File: config.mk
export PLATFORM = sky130hd
export DESIGN_NAME = mem_access_ctrl_flat
export DESIGN_NICKNAME = d
export VERILOG_FILES = /design/src/rtl/mips_mem_pkg.sv /design/src/rtl/mem_access_ctrl_if.sv /design/src/rtl/mem_lane_fmt.sv /design/src/rtl/mem_access_ctrl.sv /design/src/flat_wrapper.sv
export SDC_FILE = /design/constraint.sdc
export NUM_CORES = 1
export LEC_CHECK = 0
export CORE_MARGIN = 3
export CORE_UTILIZATION = 51
export DETAILED_ROUTE_END_ITERATION = 8
export GPL_TIMING_DRIVEN = 0
export PLACE_DENSITY_LB_ADDON = 0.15
export SLEW_MARGIN = 20
export SYNTH_ARGS = -nofsm -noshare
export SYNTH_HDL_FRONTEND = slang
export SYNTH_SLANG_ARGS = --single-unit
File: constraint.sdc
create_clock -name clk -period 5.1 [get_ports clk]
set_clock_uncertainty 0.05 [all_clocks]
set_input_delay 1.02 -clock clk [delete_from_list [all_inputs] [get_ports clk]]
set_output_delay 1.02 -clock clk [all_outputs]
set_load 0.03 [all_outputs]
File: src/rtl/mips_mem_pkg.sv
// Shared encodings for the MIPS-like core's data-memory access path:
// request sizes, controller states and the alignment rule.
package mips_mem_pkg;

   localparam int DMEM_WORDS = 32;

   typedef enum logic [1:0] {
      SIZE_B = 2'b00,
      SIZE_H = 2'b01,
      SIZE_W = 2'b10
   } size_e;

   typedef enum logic [1:0] {
      S_IDLE = 2'b00,
      S_RD   = 2'b01,
      S_WR   = 2'b10,
      S_RESP = 2'b11
   } state_e;

   // Size code 11 behaves as a full word.
   function automatic logic size_is_word(input logic [1:0] size);
      return size[1];
   endfunction

   function automatic logic misaligned(input logic [1:0] size, input logic [1:0] off);
      return ((size == SIZE_H) && off[0]) || (size_is_word(size) && (off != 2'b00));
   endfunction

endpackage

File: src/rtl/mem_access_ctrl_if.sv
// CPU request/response and data-memory pin bundle for mem_access_ctrl.
// The controller uses the slave modport; the CPU/memory side uses master.
interface mem_access_ctrl_if #(
   parameter int ADDR_W = 5,
   parameter int DATA_W = 32
) ();
   logic              req_valid;
   logic              req_ready;
   logic              req_we;
   logic [1:0]        req_size;
   logic              req_signed;
   logic [31:0]       req_addr;
   logic [DATA_W-1:0] req_wdata;
   logic              resp_valid;
   logic [DATA_W-1:0] resp_rdata;
   logic              resp_err;
   logic              mem_we;
   logic [ADDR_W-1:0] mem_addr;
   logic [DATA_W-1:0] mem_wdata;
   logic [DATA_W-1:0] mem_rdata;

   modport slave (
      input  req_valid, req_we, req_size, req_signed, req_addr, req_wdata, mem_rdata,
      output req_ready, resp_valid, resp_rdata, resp_err, mem_we, mem_addr, mem_wdata
   );

   modport master (
      output req_valid, req_we, req_size, req_signed, req_addr, req_wdata, mem_rdata,
      input  req_ready, resp_valid, resp_rdata, resp_err, mem_we, mem_addr, mem_wdata
   );
endinterface

File: src/rtl/mem_lane_fmt.sv
// Little-endian lane handling: load extract/extend and sub-word store merge.
// Halfword lane uses off[1] only, so misaligned offsets are forced aligned.
module mem_lane_fmt
   import mips_mem_pkg::*;
(
   input  logic [31:0] word,
   input  logic [1:0]  off,
   input  logic [1:0]  size,
   input  logic        sign_ext,
   output logic [31:0] rdata,
   input  logic [31:0] old,
   input  logic [31:0] wdata,
   output logic [31:0] merged
);
   logic [4:0]  byte_sh_s;
   logic [4:0]  half_sh_s;
   logic [7:0]  byte_s;
   logic [15:0] half_s;

   assign byte_sh_s = {off, 3'b000};
   assign half_sh_s = {off[1], 4'b0000};
   assign byte_s    = 8'(word >> byte_sh_s);
   assign half_s    = 16'(word >> half_sh_s);

   // Load path: pick the lane and extend it.
   always_comb begin
      rdata = word;
      case (size)
         SIZE_B:  rdata = sign_ext ? {{24{byte_s[7]}}, byte_s} : {24'h000000, byte_s};
         SIZE_H:  rdata = sign_ext ? {{16{half_s[15]}}, half_s} : {16'h0000, half_s};
         default: rdata = word;
      endcase
   end

   // Store path: replace only the addressed lane of the old word.
   always_comb begin
      merged = wdata;
      case (size)
         SIZE_B:  merged = (old & ~(32'h0000_00FF << byte_sh_s)) |
                           ({24'h000000, wdata[7:0]} << byte_sh_s);
         SIZE_H:  merged = (old & ~(32'h0000_FFFF << half_sh_s)) |
                           ({16'h0000, wdata[15:0]} << half_sh_s);
         default: merged = wdata;
      endcase
   end
endmodule

File: src/rtl/mem_access_ctrl.sv
// Load/store initiator for the word-only data memory (sub-word stores via RMW).
// Optional build macro MEM_ALIGN_CHECK_EN: misaligned half/word requests return resp_err.
module mem_access_ctrl
   import mips_mem_pkg::*;
#(
   parameter int ADDR_W = 5,
   parameter int DATA_W = 32
) (
   input logic              clk,
   input logic              rst,
   mem_access_ctrl_if.slave bus
);
   state_e            state_r;
   state_e            state_nx_s;
   logic [1:0]        off_r;
   logic [1:0]        size_r;
   logic              we_r;
   logic              sgn_r;
   logic [DATA_W-1:0] wdata_r;
   logic              resp_valid_r;
   logic              resp_err_r;
   logic [DATA_W-1:0] resp_rdata_r;
   logic [ADDR_W-1:0] mem_addr_r;
   logic [DATA_W-1:0] mem_wdata_r;
   logic              accept_s;
   logic              misalign_s;
   logic [DATA_W-1:0] lane_rdata_s;
   logic [DATA_W-1:0] lane_merged_s;
   logic              unused_addr_s;

   assign accept_s      = (state_r == S_IDLE) && bus.req_valid;
   assign unused_addr_s = ^bus.req_addr[31:ADDR_W+2];

`ifdef MEM_ALIGN_CHECK_EN
   assign misalign_s = misaligned(bus.req_size, bus.req_addr[1:0]);
`else
   assign misalign_s = 1'b0;
`endif

   mem_lane_fmt u_lane (
      .word     (bus.mem_rdata),
      .off      (off_r),
      .size     (size_r),
      .sign_ext (sgn_r),
      .rdata    (lane_rdata_s),
      .old      (bus.mem_rdata),
      .wdata    (wdata_r),
      .merged   (lane_merged_s)
   );

   // Next-state selection; word stores skip the read phase.
   always_comb begin
      state_nx_s = state_r;
      case (state_r)
         S_IDLE: begin
            if (bus.req_valid) begin
               if (misalign_s) begin
                  state_nx_s = S_RESP;
               end else if (bus.req_we && size_is_word(bus.req_size)) begin
                  state_nx_s = S_WR;
               end else begin
                  state_nx_s = S_RD;
               end
            end else begin
               state_nx_s = S_IDLE;
            end
         end
         S_RD: begin
            if (we_r) begin
               state_nx_s = S_WR;
            end else begin
               state_nx_s = S_RESP;
            end
         end
         S_WR:    state_nx_s = S_RESP;
         S_RESP:  state_nx_s = S_IDLE;
         default: state_nx_s = S_IDLE;
      endcase
   end

   // State, request latches and registered outputs.
   always_ff @(posedge clk) begin
      if (rst) begin
         state_r      <= S_IDLE;
         off_r        <= 2'b00;
         size_r       <= 2'b00;
         we_r         <= 1'b0;
         sgn_r        <= 1'b0;
         wdata_r      <= '0;
         resp_valid_r <= 1'b0;
         resp_err_r   <= 1'b0;
         resp_rdata_r <= '0;
         mem_addr_r   <= '0;
         mem_wdata_r  <= '0;
      end else begin
         state_r      <= state_nx_s;
         resp_valid_r <= (state_nx_s == S_RESP);
         resp_err_r   <= accept_s && misalign_s;
         if (accept_s) begin
            off_r   <= bus.req_addr[1:0];
            size_r  <= bus.req_size;
            we_r    <= bus.req_we;
            sgn_r   <= bus.req_signed;
            wdata_r <= bus.req_wdata;
         end
         // Errored requests never touch memory, so the address pins keep their value.
         if (accept_s && !misalign_s) begin
            mem_addr_r <= bus.req_addr[ADDR_W+1:2];
         end
         if (accept_s && (state_nx_s == S_WR)) begin
            mem_wdata_r <= bus.req_wdata;
         end else if ((state_r == S_RD) && we_r) begin
            mem_wdata_r <= lane_merged_s;
         end
         if ((state_r == S_RD) && !we_r) begin
            resp_rdata_r <= lane_rdata_s;
         end
      end
   end

   assign bus.req_ready  = (state_r == S_IDLE);
   assign bus.resp_valid = resp_valid_r;
   assign bus.resp_err   = resp_err_r;
   assign bus.resp_rdata = resp_rdata_r;
   assign bus.mem_we     = (state_r == S_WR) && !rst;
   assign bus.mem_addr   = mem_addr_r;
   assign bus.mem_wdata  = mem_wdata_r;
endmodule

File: src/flat_wrapper.sv
// flat-port wrapper written by rule: the top's interface ports become plain ports
module mem_access_ctrl_flat import mips_mem_pkg::*;
#(
   parameter int ADDR_W = 5,
   parameter int DATA_W = 32
)
  (clk, rst, bus_req_valid, bus_req_we, bus_req_size, bus_req_signed, bus_req_addr, bus_req_wdata, bus_mem_rdata, bus_req_ready, bus_resp_valid, bus_resp_rdata, bus_resp_err, bus_mem_we, bus_mem_addr, bus_mem_wdata);
  mem_access_ctrl_if #(.ADDR_W(ADDR_W), .DATA_W(DATA_W)) bus_i ();
  input logic clk;
  input logic rst;
  input wire logic [$bits(bus_i.req_valid)-1:0] bus_req_valid;
  input wire logic [$bits(bus_i.req_we)-1:0] bus_req_we;
  input wire logic [$bits(bus_i.req_size)-1:0] bus_req_size;
  input wire logic [$bits(bus_i.req_signed)-1:0] bus_req_signed;
  input wire logic [$bits(bus_i.req_addr)-1:0] bus_req_addr;
  input wire logic [$bits(bus_i.req_wdata)-1:0] bus_req_wdata;
  input wire logic [$bits(bus_i.mem_rdata)-1:0] bus_mem_rdata;
  output wire logic [$bits(bus_i.req_ready)-1:0] bus_req_ready;
  output wire logic [$bits(bus_i.resp_valid)-1:0] bus_resp_valid;
  output wire logic [$bits(bus_i.resp_rdata)-1:0] bus_resp_rdata;
  output wire logic [$bits(bus_i.resp_err)-1:0] bus_resp_err;
  output wire logic [$bits(bus_i.mem_we)-1:0] bus_mem_we;
  output wire logic [$bits(bus_i.mem_addr)-1:0] bus_mem_addr;
  output wire logic [$bits(bus_i.mem_wdata)-1:0] bus_mem_wdata;
  assign bus_i.req_valid = bus_req_valid;
  assign bus_i.req_we = bus_req_we;
  assign bus_i.req_size = bus_req_size;
  assign bus_i.req_signed = bus_req_signed;
  assign bus_i.req_addr = bus_req_addr;
  assign bus_i.req_wdata = bus_req_wdata;
  assign bus_i.mem_rdata = bus_mem_rdata;
  assign bus_req_ready = bus_i.req_ready;
  assign bus_resp_valid = bus_i.resp_valid;
  assign bus_resp_rdata = bus_i.resp_rdata;
  assign bus_resp_err = bus_i.resp_err;
  assign bus_mem_we = bus_i.mem_we;
  assign bus_mem_addr = bus_i.mem_addr;
  assign bus_mem_wdata = bus_i.mem_wdata;
  mem_access_ctrl #(.ADDR_W(ADDR_W), .DATA_W(DATA_W)) u_core (.clk(clk), .rst(rst), .bus(bus_i));
endmodule
# Word-level counts from Yosys, hierarchy flattened
# Cells that the tools add are included.
[op_classes]
n_addsub = 0
multipliers = 0
div_mod_pow = 0
n_lt_le_gt_ge = 0
eq_ne = 6
n_shift = 6
muxes = 10
bitwise_logic = 6
n_reduce_logical = 11
[ops]
columns = ["cell", "n"]
rows = [
  ["$mux 32", 4],
  ["$pmux 32 s2", 2],
  ["$and 32x32->32", 2],
  ["$not 32->32", 2],
  ["$or 32x32->32", 2],
  ["$shl 16x5->32", 1],
  ["$shl 16x5->32 const A", 1],
  ["$shl 8x5->32", 1],
  ["$shl 8x5->32 const A", 1],
  ["$shr 32x5->16", 1],
  ["$shr 32x5->8", 1],
  ["$eq 2x2->1 const B", 4],
  ["$pmux 2 s4", 1],
  ["$logic_and 1x1->1", 6],
  ["$eq 2x1->1 const B", 2],
  ["$logic_not 2->1", 2],
  ["$mux 2", 2],
  ["$logic_not 1->1", 2],
  ["$reduce_bool 2->1", 1],
  ["$mux 1", 1],
]
[totals]
ff_bits = 110
latch_bits = 0
mem_bits_rw = 0
rom_bits = 0
input_bits = 103
out_inout_bits = 73
wordCells = 49
mem_count = 0

# Depth between registers and ports, before layout
[depth]
depth_word = 7
mapped_depth = 9
depth_no_buf = 6

# Cells and area by module
# From an unflattened synthesis, not the netlist that was laid out.
[hier_totals]
hier_cells = 779
hier_area_um2 = 6226.0
[modules_own_cells]
columns = ["module", "n_inst", "cells_each", "area_per_inst_um2", "seq_area_each_um2"]
rows = [
  ["mem_access_ctrl", 1, 569, 4743.3, 2202.1],
  ["mem_lane_fmt", 1, 210, 1482.7, 0.0],
]

# Least setup slack after synthesis
# Ideal clock, no wire load.
[synth_path]
path_kind = "input port to output port"
start = "input rst"
end = "output bus_mem_we"
t_arrival_ns = 1.822
t_required_ns = 4.030
path_slack_ns = 2.208
cell_stages = 3
n_path_buf = 2
cell_sequence = "clkbuf_1 clkbuf_1 nor2b_1"
[synth_between]
elab_chain_len = 2
[synth_rtl]
columns = ["item", "line", "text"]
rows = [
  ["start: declaration", "flat_wrapper.sv:10", "input logic rst;"],
  ["$logic_not 1->1", "mem_access_ctrl.sv:125", "assign bus.mem_we = (state_r == S_WR) && !rst;"],
  ["$logic_and 1x1->1", "mem_access_ctrl.sv:125", ""],
  ["end: declaration", "flat_wrapper.sv:22", "output wire logic [$bits(bus_i.mem_we)-1:0] bus_mem_we;"],
]
# Every way passes these cells.

# Worst setup path in the final report
# Ends and elaborated chain as after synthesis.

==> flow_results.org <==
** Final layout
- Final core utilization :: 70.7%
- Share of layout cells above drive strength 1 :: 8.70%
- The finished layout holds 1,037 standard cells, fillers aside.
- The area growth from synthesis to layout is 33.3%.
- 0 antenna diodes ended up in the layout.
- The final layout contains 1,000 nets.
- The sequential cells in the finished layout cover a total of 2200 sq um.
- In the final layout, the multi-input gates occupy 3220 sq um.
- Fill cells in the final layout number 883.

** Synth
- A synthesized cell averages 7.94 sq um.
- Post-synthesis instance area :: 5830 sq um
- The number of nets handed over by synthesis was 841.
- The number of different library cells used by synthesis comes to 61.
- Sequential cells were found to cover 37.8% of the synthesized design area.
- Syn Inst Count :: 734
- Synthesized flop and latch total :: 110
- For this run, asynchronously set or reset flops after synthesis account for 0%.
- Most used flip-flop cell after synthesis :: dfxtp_1
- During synthesis, Yosys emitted a total of 0 warnings.
- Number of enable flip-flop cells after synthesis :: 0

** Die
- The die covers 12,700 sq um.
- X dimension of the die :: 113 um
- The core region is 11,000 sq um.
- Measured along the y axis, the die boundary spans 113 um.
- Num rows :: 38
- Once the floorplan was initialized, standard cells occupied 53.1% of the core.
- I/O pin cnt :: 176

** Worst hold path
- Hold EP :: u_core.wdata_r[17]$_SDFFE_PP0P_
- Worst min-delay path category :: flip-flop to flip-flop
- The startpoint identified for the worst hold timing path is u_core.wdata_r[17]$_SDFFE_PP0P_.
- The worst hold path passes through 2 cells.

** Power and ir drop
- Power share of the combinational group :: 32.9%
- Dividing total power by cell area gives a power density of 328 nW/um^2.
- Net Sw Frac :: 35.2%
- LEAKAGE :: 2.73 nW
- Worst IR drop on VDD :: 0.230 mV
- The clock network is responsible for 27.5% of the overall power.
- Summed over all nets, the switching power comes to 0.896 mW.
- Internal power :: 1.65 mW
- Sequential cells account for 39.6% of the total power.

** Drt
- Dividing the detail-routed via count by the number of cells gives 6.27.
- Vias after detailed routing :: 6,507
- Post-Route WL :: 22,600 um
- Number of design-rule violations left by the first detailed-router iteration :: 761
- For this run, design rule violations remaining after detail routing come to 0.
- Per-cell routed wire length :: 21.8 um
- The detail route stage leaves a number of antenna-violating nets equal to 0.
- Initial DRT Pass Iterations :: 5

** Outcome
- Run status :: finished clean

** Critical path
- Critical path endpoint category :: output pin
- Flop-to-flop setup slack :: 2.72 ns
- CP Data Required Time :: 4.03 ns
- Kind of start point of the critical path :: input port
- STA puts the critical path data arrival time at 2.68 ns.
- Along the worst path, the maximum fanout reaches 10.
- Worst flop-to-flop path endpoint :: u_core.bus.mem_wdata[16]$_SDFFE_PP0P_
- The critical path in this run is classified as input port to output pin.
- The number of cells on the worst reg-to-reg path is 8.
- Startpoint of the worst register-to-register path :: u_core.state_r[1]$_SDFF_PP0_

** Clocking
- Number of buffers on the longest clock path :: 2
- Gates resized during post-CTS repair numbered 0.
- For the worst-skew pair, the clock arrives at the later sink with an insertion delay of 0.36 ns.
- Count of hold buffers inserted by post-cts repair :: 0
- In this run the number of H-tree levels came out at 3.
- The tree is rooted in a clkbuf_16.
- Number of sinks handled by clock tree synthesis :: 110
- Clock tree from TritonCTS :: yes
- CTS clock-pin slew for the worst setup and hold paths :: 0.07 ns
- Post-CTS setup-driven buffer insertion count :: 0
- Clock tree synthesis inserted a total of 9 buffers.

** Placed design
- Placed cell count :: 1,022
- Worst-case setup slack after placement :: 1.40 ns
- The congestion estimate from routability-driven global placement came to 0.987.
- HPWL Detailed :: 17,500 um
- Number of I/O port buffers :: 148

** Global route
- Number of global-route vias before repair :: 6,245
- Number of antenna violations at the first check in global routing :: 0
- Maximum number of pins on one net before global-route repair :: 17
- Overall routing resource usage :: 34.8%
- First-pass GRT wire length :: 34,900 um
- After global routing the overflow that remains totals 0.

** Timing
- The final critical path takes up 73.6% of the cycle.
- Across all hold checks on the routed design, the worst slack comes to 0.404 ns.
- The final number of hold-violating endpoints came to 0.
- Setup slack on the critical path of the routed design comes to 1.35 ns.
- The worst path needs 3.75 ns of the cycle, external delays included.
- Timing would allow up to 267 MHz.
- Number of pins exceeding their max-slew limit in the final report :: 0
- In this run the tightest slew margin relative to its limit is 50.4%.
- Unrepaired setup endpoints after global routing :: no
- Pin slew with the least headroom to its limit :: 0.744 ns
- Setup violations remaining at the end of the flow were counted as 0.
- Final TNS setup :: 0 ns

** Job
- Max-cap violations :: 0
cells by family (layout without fill, tap and decap cells):
family / Yosys count / after routing / share of synthesized area (%)
buffers and inverters: 92 / 255 / 6.98
muxes: 17 / 17 / 3.41
and+or+nand+nor: 308 / 308 / 24.5
other: 1 / 1 / 0.0643
adders and majority gates: 4 / 4 / 0.859
AOI/OAI and AO/OA: 202 / 202 / 26.4
DFF: 110 / 110 / 37.8
how the worst max path moves through the flow:
| stage | start | end |
|---|---|---|
| final | rst | bus_mem_we |
| after global routing | rst | bus_mem_we |
| after CTS | rst | bus_mem_we |
| after detailed placement | rst | bus_mem_we |
| after global placement | rst | bus_mem_we |
| after floorplan | rst | bus_mem_we |
sequential cells by signal, indices dropped and copies added (netlist names):
| name | count |
|---|---|
| u_core.wdata_r | 32 |
| u_core.we_r | 1 |
| u_core.bus.resp_valid | 1 |
| u_core.bus.resp_rdata | 32 |
| u_core.bus.mem_addr | 5 |
| u_core.bus.mem_wdata | 32 |
| u_core.size_r | 2 |
| u_core.off_r | 2 |
| u_core.state_r | 2 |
| u_core.sgn_r | 1 |
metal layers:
metal	vias up	share of wire, %	global-route usage, %
met5	-	0	0
met2	414	45	54.9
li1	2962	-	-
met1	3072	42	47.4
met3	59	8.8	5.94
met4	0	3.5	13.9
cell usage after synthesis, types with 13 or more instances:
cell | count | share of area [%]
inv_1 | 20 | 1.3
nand2_1 | 146 | 9.4
a311oi_1 | 17 | 2.6
buf_2 | 15 | 1.3
dfxtp_1 | 110 | 38
nand4b_1 | 16 | 2.4
nor3_1 | 25 | 2.1
a211oi_1 | 15 | 1.9
a21oi_1 | 64 | 5.5
nor2_1 | 65 | 4.2
clkbuf_1 | 42 | 2.7
o21ai_0 | 16 | 1.4
mux2_2 | 13 | 2.5
worst max-delay path, stage by stage:
cell	delay, ns
clkbuf_1	0.49
clkbuf_1	0.45
nor2b_1	0.10
clkdlybuf4s50_1	0.62
power by group through the flow:
stage	registers (mW)	clock network, mW	logic [mW]
global route	1.01	0.732	0.886
floorplan	1.13	0	0.366
CTS	1.01	0.701	0.825
detailed placement	1.02	0	0.821
global placement	1.02	0	0.803
finish	1.01	0.701	0.837
stage by stage:
| stage | instance area, sq um | power [mW] |
|---|---|---|
| 3_5_place_dp | 7480 | 1.84 |
| 2_1_floorplan | 5830 | 1.50 |
| 3_3_place_gp | 7480 | 1.82 |
| 5_1_grt | 7770 | 2.63 |
| 6_report | 7770 | 2.55 |
| 4_1_cts | 7770 | 2.53 |
layout by cell type, fill, tap and decap left out, types with 16 or more instances in the layout:
cell type        count
clkdlybuf4s50_1    148
nand2_1            146
dfxtp_1            110
nor2_1              65
a21oi_1             64
clkbuf_1            45
nor3_1              25
inv_1               20
a311oi_1            17
o21ai_0             16
nand4b_1            16
final cells by class:
| type | instances | share of cell area [%] |
|---|---|---|
| Multi-Input combinational cell | 532 | 41.4 |
| Sequential cell | 110 | 28.4 |
| Timing Repair Buffer | 148 | 19.1 |
| Buffer | 72 | 4.27 |
| Clock buffer | 12 | 3.04 |
| Tap cell | 140 | 2.26 |
| Inverter | 20 | 0.966 |
| Clock inverter | 3 | 0.596 |
No activity file was read; power rests on OpenSTA's default activity.
==> edit: new RTL, same settings <==
Re-encode `state_e` (4 states) as one-hot, 4 bits wide.
--- a/src/rtl/mips_mem_pkg.sv
+++ b/src/rtl/mips_mem_pkg.sv
@@ -12,7 +12,7 @@
 
-   typedef enum logic [1:0] {
-      S_IDLE = 2'b00,
-      S_RD   = 2'b01,
-      S_WR   = 2'b10,
-      S_RESP = 2'b11
+   typedef enum logic [3:0] {
+      S_IDLE = 4'b0001,
+      S_RD   = 4'b0010,
+      S_WR   = 4'b0100,
+      S_RESP = 4'b1000
    } state_e;
Function: no difference found for any inputs over 4 cycles, from zero or initial values and one cycle with rst high; so few cycles prove little.
==> edit against the unedited design <==
  * Global-route usage decreased by 1.2 points
  * Power decreased by 28%
  * Non-clock buffer count decreased by 17
  * Worst setup slack got worse by 0.39 ns
  * Register-to-register slack got worse by 0.02 ns
  * Largest cell class unchanged
  * Combinational power decreased by 50%
  * Sequential cell count increased by 2
  * Synthesized area decreased by 11%
  * Die area decreased by 10%
  * Critical path type unchanged
  * Sequential share of layout area increased by 3.7 points
  * Sequential power decreased by 6%
  * Design area decreased by 10%
  * Routed wire length decreased by 17%
==> edit: results (changes against the unedited design) <==
placement:
  hpwl_um: 14760  # -16%
  gp_congestion: 0.9589  # -2.9%
  placed_cell_area_um2: 6843  # -8.6%
  place_ws_ns: 0.9687  # -0.4338 ns
  dp_cells: 897  # -12%
routing:
  avgViaCountPerCell: 6.184  # -1.4%
  routed-wl-met2_um: 8881  # -14%
  first_iter_violations: 577  # -24%
  drt_pass1_iterations: 8  # +3
  wl_met3_um: 1705  # -14%
  wl_met1_um: 7640  # -20%
status:
  run_status: "completed"
power_and_ir_drop:
  power_leakage_nw: 2.507  # -8.1%
worst_hold_path:
  hold_path_end: "u_core.bus.resp_rdata[3]$_SDFFE_PP0P_"
  hold_path.startpoint: "u_core.bus.resp_rdata[3]$_SDFFE_PP0P_"
clock_tree:
  root_buffer: "clkbuf_8"
grt:
  groute.usage.overall_pct: 33.55  # -1.2 points
  met2_usage_pct: 56.38  # +1.5 points
  first_global_vias: 5452  # -13%
setup_path:
  r2r_cells: 5  # -3
final_layout:
  layout.nets: 878  # -12%
  seq_area_um2: 2242  # +1.8%
  drive_gt1_share_pct: 5.263  # -3.4 points
  n_fill_cell: 806  # -8.7%
  fin_cells: 912  # -12%
yosys:
  ys_types: 43  # -30%
  synth.area.mux_share_pct: 6.974  # +3.6 points
  synth_area_leaders: "dfxtp_1 (43%), nand2_1 (8.3%), a21oi_1 (6.0%), a221o_1 (6.0%), a211oi_1 (4.6%)"
  seq_area_frac_synth_pct: 43.24  # +5.5 points
  synth_compound_area_share_pct: 26.59  # +0.23 points
sta:
  hold_slack_ns: 0.4164  # +0.01213 ns
  worst_pin_slew_ns: 0.7904  # +0.04607 ns
## edit: cell types whose count changed after synthesis, moves of 9 or more
cell / before / now
a211oi_1: 15 / 32
a211oi_2: 10 / 0
a221o_1: 7 / 31
inv_1: 20 / 5
nor2_1: 65 / 56
nand4_1: 9 / 0
a311oi_1: 17 / 1
nor3_1: 25 / 9
buf_2: 15 / 5
o21ai_0: 16 / 1
nand4b_1: 16 / 1
nand2_1: 146 / 114
mux2i_1: 3 / 17
## edit: final cells by class
class,count,area share [%]
Buffer,54,3.472
Clock buffer,14,2.040
Clock inverter,1,0.07159
Inverter,5,0.2685
Multi-Input combinational cell,444,38.36
Sequential cell,112,32.07
Tap cell,133,2.381
Timing Repair Buffer,149,21.34
## edit: power groups by stage
stage                     combinational [mW]  sequential, mW  clock (mW)
after global placement                 0.404           0.965           0
after floorplan                        0.200           0.990           0
after detailed placement               0.412           0.967           0
final                                  0.420           0.949       0.457
after CTS                              0.414           0.947       0.460
after global routing                   0.451           0.953       0.487
